<file path="src/rtl/fetch_unit.sv">
// Program counter and instruction-fetch stage. Two-phase operation: FETCH
// presents imem_addr and captures the returned word; EXEC exposes the
// instruction to the controller for one cycle and forms the next PC from
// its branch/jump decision. A HALT opcode (4'hF) freezes the stage until rst.
module fetch_unit #(
  parameter int              PC_W   = 8,
  parameter logic [PC_W-1:0] RST_PC = '0,
  parameter int              CNT_W  = 16
) (
  input  logic             clk,
  input  logic             rst,
  input  logic             stall,
  output logic [PC_W-1:0]  imem_addr,
  input  logic [15:0]      imem_data,
  input  logic             branch,
  input  logic             jump,
  output logic [PC_W-1:0]  pc,
  output logic [15:0]      instr,
  output logic [3:0]       op,
  output logic             instr_valid,
  output logic             halted,
  output logic [CNT_W-1:0] retired
);

  typedef enum logic [1:0] {FETCH, EXEC, HALT} state_t;

  state_t           state, state_d;
  logic [PC_W-1:0]  pc_d, addr_d;
  logic [15:0]      instr_d;
  logic [CNT_W-1:0] retired_d;

  // Jump target is instr[11:0] truncated or zero-extended to PC_W; the branch
  // offset is instr[3:0] sign-extended. Extending into a wide temporary first
  // keeps both legal for every PC_W in 4..12 and beyond.
  logic [PC_W+11:0] jump_ext;
  logic [PC_W+3:0]  off_ext;
  logic [PC_W-1:0]  jump_tgt, pc_inc, branch_tgt;

  assign jump_ext   = {{PC_W{1'b0}}, instr[11:0]};
  assign off_ext    = {{PC_W{instr[3]}}, instr[3:0]};
  assign jump_tgt   = jump_ext[PC_W-1:0];
  assign pc_inc     = pc + PC_W'(1);
  assign branch_tgt = pc_inc + off_ext[PC_W-1:0];

  assign op          = instr[15:12];
  assign instr_valid = (state == EXEC);
  assign halted      = (state == HALT);

  // Next-state and next-register values for the FETCH/EXEC/HALT sequencer.
  // NOTE: every signal gets a hold value before the case, so no path leaves
  // it unassigned and no latch is inferred.
  always_comb begin
    state_d   = state;
    pc_d      = pc;
    addr_d    = imem_addr;
    instr_d   = instr;
    retired_d = retired;
    case (state)
      FETCH: begin
        if (!stall) begin
          instr_d = imem_data;
          pc_d    = imem_addr;
          state_d = EXEC;
        end
      end
      EXEC: begin
        retired_d = retired + CNT_W'(1);
        if (op == 4'hF) begin
          state_d = HALT;
        end else begin
          if (jump)        addr_d = jump_tgt;
          else if (branch) addr_d = branch_tgt;
          else             addr_d = pc_inc;
          state_d = FETCH;
        end
      end
      HALT:    ;
      default: state_d = FETCH;
    endcase
  end

  // State and datapath registers; synchronous reset overrides every state.
  // NOTE: non-blocking assignments so all registers update from the same
  // pre-edge values, matching the hardware they describe.
  always_ff @(posedge clk) begin
    if (rst) begin
      state     <= FETCH;
      pc        <= RST_PC;
      imem_addr <= RST_PC;
      instr     <= 16'h0000;
      retired   <= '0;
    end else begin
      state     <= state_d;
      pc        <= pc_d;
      imem_addr <= addr_d;
      instr     <= instr_d;
      retired   <= retired_d;
    end
  end

endmodule

</file>
<file path="config.mk">
export PLATFORM = sky130hd
export DESIGN_NAME = fetch_unit
export DESIGN_NICKNAME = d
export VERILOG_FILES = /design/src/rtl/fetch_unit.sv
export SDC_FILE = /design/constraint.sdc
export NUM_CORES = 1
export LEC_CHECK = 0
export ABC_CLOCK_PERIOD_IN_PS = 2680
export BUFFER_PORTS_ARGS = -buffer_cell sky130_fd_sc_hd__buf_2
export CORE_AREA = 8 8 80 82
export DETAILED_ROUTE_END_ITERATION = 16
export DIE_AREA = 0 0 88 90
export PLACE_DENSITY = 0.77
export SLEW_MARGIN = 0
export SYNTH_ARGS = -nofsm -noshare
export SYNTH_HDL_FRONTEND = slang
export SYNTH_SLANG_ARGS = --single-unit
</file>
<file path="constraint.sdc">
create_clock -name clk -period 2.68 [get_ports clk]
set_input_delay 0 -clock clk [delete_from_list [all_inputs] [get_ports clk]]
set_output_delay 0 -clock clk [all_outputs]
set_load 0.01 [all_outputs]
</file>
# Yosys cells after proc, flatten, opt, wreduce, memory -nomap -nowiden
# Cells that the tools add are included.
# totals
romBits,0
in_bits,21
memories,0
word_cells,24
ff_bits,50
out_inout_bits,54
ram_bits,0
latch_bits,0
# op_classes
n_mul,0
order_cmp,0
muxes,5
n_div,0
add_sub_neg,3
shifts,0
n_bitwise,3
reduce_logical,4
eq_ne,4
# ops
operator,n
16-bit by 1-bit adder with 16-bit output (second input constant),1
8-bit 2-to-1 mux,2
8-bit by 1-bit adder with 8-bit output (second input constant),1
8-bit adder,1
2-bit one-hot mux with 3 select lines,1
2-bit AND reduction,3
4-bit equality test (second input constant),1
2-bit 2-to-1 mux,2
1-bit inverter,3
2-bit by 1-bit equality test with 1-bit output (second input constant),1
2-bit equality test (second input constant),1
2-bit zero test,1
2-bit != test (second input constant),1

# Depth between registers and ports, before layout
# depth
depth_word,4
depth_mapped,9
depth_no_buf,9

# Worst setup path after synthesis
# No wires, ideal clock.
# synth_path
path_kind,register -> register
startpoint,register pc[0]
endpoint,register imem_addr[7]
stages_incl_launch_ff,10
path_slack_ns,0.279
path_buffers,0
setup_ns,0.103
arrival_time_ns,2.298
period_less_slack_ns,2.401
t_required_ns,2.577
cell_sequence,dfxtp_1 > ha_1 > nand3_1 > xnor2_1 > ha_1 > a21oi_1 > o211a_1 > o2111ai_2 > xnor2_1 > a2111oi_2
# synth_between
elab_chain_len,4
# synth_lines
element,line_no,source
from (decl),17,"output logic [PC_W-1:0] pc,"
from (signal assigned),94,pc <= pc_d;
8-bit by 1-bit adder with 8-bit output (*),42,assign pc_inc = pc + PC_W'(1);
8-bit adder,43,assign branch_tgt = pc_inc + off_ext[PC_W-1:0];
8-bit 2-to-1 mux (*),72,else if (branch) addr_d = branch_tgt;
8-bit 2-to-1 mux (*),71,if (jump) addr_d = jump_tgt;
to (signal assigned),95,imem_addr <= addr_d;
to (decl),13,"output logic [PC_W-1:0] imem_addr,"
# Every way passes the cells marked *; elsewhere a longest branch is shown, timed or not.
# A chain may end at the register's enable or synchronous reset.

# Worst setup path in the final report
# layout_path
startpoint,register pc[4]
endpoint,register imem_addr[7]
# Same word-level chain as after synthesis.

==> results.cfg <==
[status]
status = completed

[placement]
place_area_mm2 = 0.00297
dpl.hpwl_um = 4810
place_congestion = 0.911
io_buffers = 74

[worst_setup_path]
cp.arrival_ps = 2650
cp-end-kind = flip-flop
startpoint_type = flip-flop
cp_max_fo = 6
crit_type = reg2reg
required_ps = 2880

[detailed_routing]
drt_pre_antenna_iters = 4
totalWireLength_um = 6960
num_vias = 2468
drtAntennaViolNets = 0
viasPerCell = 5.31
drt_iter0_markers = 166
wl_per_cell_um = 15.0
drc = 0

[logic_synthesis]
synthDistinctLibCells = 48
synth_nets = 341
synthFlopType = dfxtp_1
syn_area_per_cell_um2 = 8.26
yosysSeqAreaShare = 0.392
synth_top_area_cell = dfxtp_1
synth-seq-cells = 50
async_reset_ff_frac = 0
yosysWarnings = 0
yosysTopAreaCellShare = 0.392
synthCells = 309
netlist_area_mm2 = 0.00255
synthTopCellsByArea = dfxtp_1 39%, nand2_1 8.5%, a21oi_1 6.7%
synth_edf_count = 0

[global_routing]
grt_max_degree = 36
grtUsageMet3 = 0.0646
use_met2 = 0.274
grt_pass1_vias = 2415
grt_overflow_total = 0
grtUsageTotal = 0.179
busiest_layer = met2
grt_pass1_wl_um = 11500
met1_usage = 0.222
antenna_found_initial = 0

[sta]
fin_tns_setup_ps = 0
setup_viol_count_final = 0
hold_violations = 0
final-max-slew-violation-count = 0
timing.hold.ws_ps = 85.1
fin_crit_ps = 2440
clock_skew_ps = 8.44
fmax_mhz = 409
slew-limit-headroom = 0.396
period_share = 0.912
rsz0062_at_grt = no
worst_slew_pin_slew_ps = 906

[clock_tree]
clk_pin_slew_ps = 90
cts_tree = yes
cts_root_buffer = clkbuf_8
numCtsBuffers = 5
insertion_delay_ps = 310
cts_sinks = 50
htreeDepth = 2
clk_path_buf_depth = 2
post_cts_buffers = 0

[final_layout]
area_growth_pct = 26.6
drive_above_1_share = 0.254
fill_cells = 467
design_area_mm2 = 0.00323
nets = 424
antennaDiodeCount = 0
post-route-util = 0.617

[job]
maxCapViolCount = 0

[power_and_ir_drop]
power_mw = 1.49
power.density_mw_per_mm2 = 461
ir_drop_v = 0.000313
p_leak_nw = 1.42

[hold_path]
hold_class = in2reg

[die]
die-area_mm2 = 0.00792
ios = 75
dieHeight_um = 90
core_mm2 = 0.00524
row_count = 27
chipWidth_um = 88
initial_core_util = 0.487
[repair_timing]
action	4_1_cts	5_1_grt
setup endpoints to repair	0	1
endpoints found under the hold margin	16	0
hold buffers	16	0
gates resized for setup	0	5
[worst max-delay path, stage by stage, from the launching register on]
cell and delay (ps):
dfxtp_1 400, and3_1 220, nand3_1 110, xnor2_1 220
ha_1 340, a21oi_2 240, o211a_1 190, o2111ai_2 130
xnor2_1 160, a2111oi_2 350
[power by group]
group          internal, mW  switching [mW]  total (mW)
Clock                 0.214           0.259       0.473
Combinational        0.0956           0.126       0.222
Sequential            0.769          0.0253       0.794
[per-layer routing]
metal,vias up,share of wire
met5,-,0
met4,0,0.017
met3,9,0.087
met2,82,0.47
met1,1137,0.42
li1,1240,-
[flip-flops by register name (all words and copies together) (netlist names)]
signal,cells
imem_addr,8
pc,8
instr,16
state,2
retired,16
[per-stage QoR]
step	std cells	setup WS (ps)
2_1_floorplan	309	279
3_3_place_gp	441	266
3_5_place_dp	441	127
4_1_cts	465	90.9
5_1_grt	465	44.9
6_report	465	237
[final cells by class]
cell class,count,area [µm²],share of cell area
inverter,3,11.3,0.00349
timing repair buffer,95,568,0.176
multi-input combinational,237,1460,0.452
sequential,50,1000,0.311
clock buffer,7,86.3,0.0267
clock inverter,1,8.76,0.00271
tap,72,90.1,0.0279
[cell families after synthesis]
kind of cell,Yosys count,synth area share
XOR/XNOR,20,0.0716
buffers and inverters,22,0.0392
multiplexers,3,0.0118
adder cells (fa/ha/maj),11,0.0569
AND/OR/NAND/NOR,132,0.250
AO/OA/AOI/OAI,71,0.179
flip-flops,50,0.392
[cell usage in the layout, fill, tap and decap left out, types with 2 or more instances in the layout]
cell type,count
a21oi_1,33
dfxtp_1,47
xor2_1,8
dfxtp_2,3
buf_2,74
inv_1,3
o21ai_0,10
nor3_1,5
nand3_1,12
and3_1,5
nand2b_1,3
nand2_1,58
clkbuf_8,6
o211ai_1,4
xnor2_1,11
nor3b_1,2
mux2i_1,3
nor2_1,22
dlygate4sd3_1,16
or3_1,4
o41ai_1,2
nand3b_1,5
nor2b_1,4
a211oi_1,7
a21o_1,2
and4_1,2
nand4_1,3
buf_4,5
ha_1,9
[path summary, 6_finish.rpt]
check / start / endpoint / slack, ps / cells past startpoint
max: pc[4] / imem_addr[7] / 240 / 9
min: branch / imem_addr[5] / 90 / 3
max reg2reg: pc[4] / imem_addr[7] / 240 / 9
min reg2reg: imem_addr[1] / pc[1] / 470 / 2
[synthesized netlist by cell type (2+ instances only)]
cell type and n:
nand3_1 12, nor3_1 6, and4_1 2, nor2b_1 4, buf_4 4, or3_1 4, xor2_1 8, a21oi_1 34
a21o_1 2, o41ai_1 2, nor2_1 22, a211oi_1 7, nand2b_1 3, o21ai_0 10, xnor2_1 11, o211ai_1 4
inv_1 3, nand4_1 3, buf_2 2, nand2_1 58, nand3b_1 5, nor3b_1 2, mux2i_1 3, dfxtp_1 50
clkbuf_1 12, and3_1 5, ha_1 10
(Power assumes the default switching activity.)
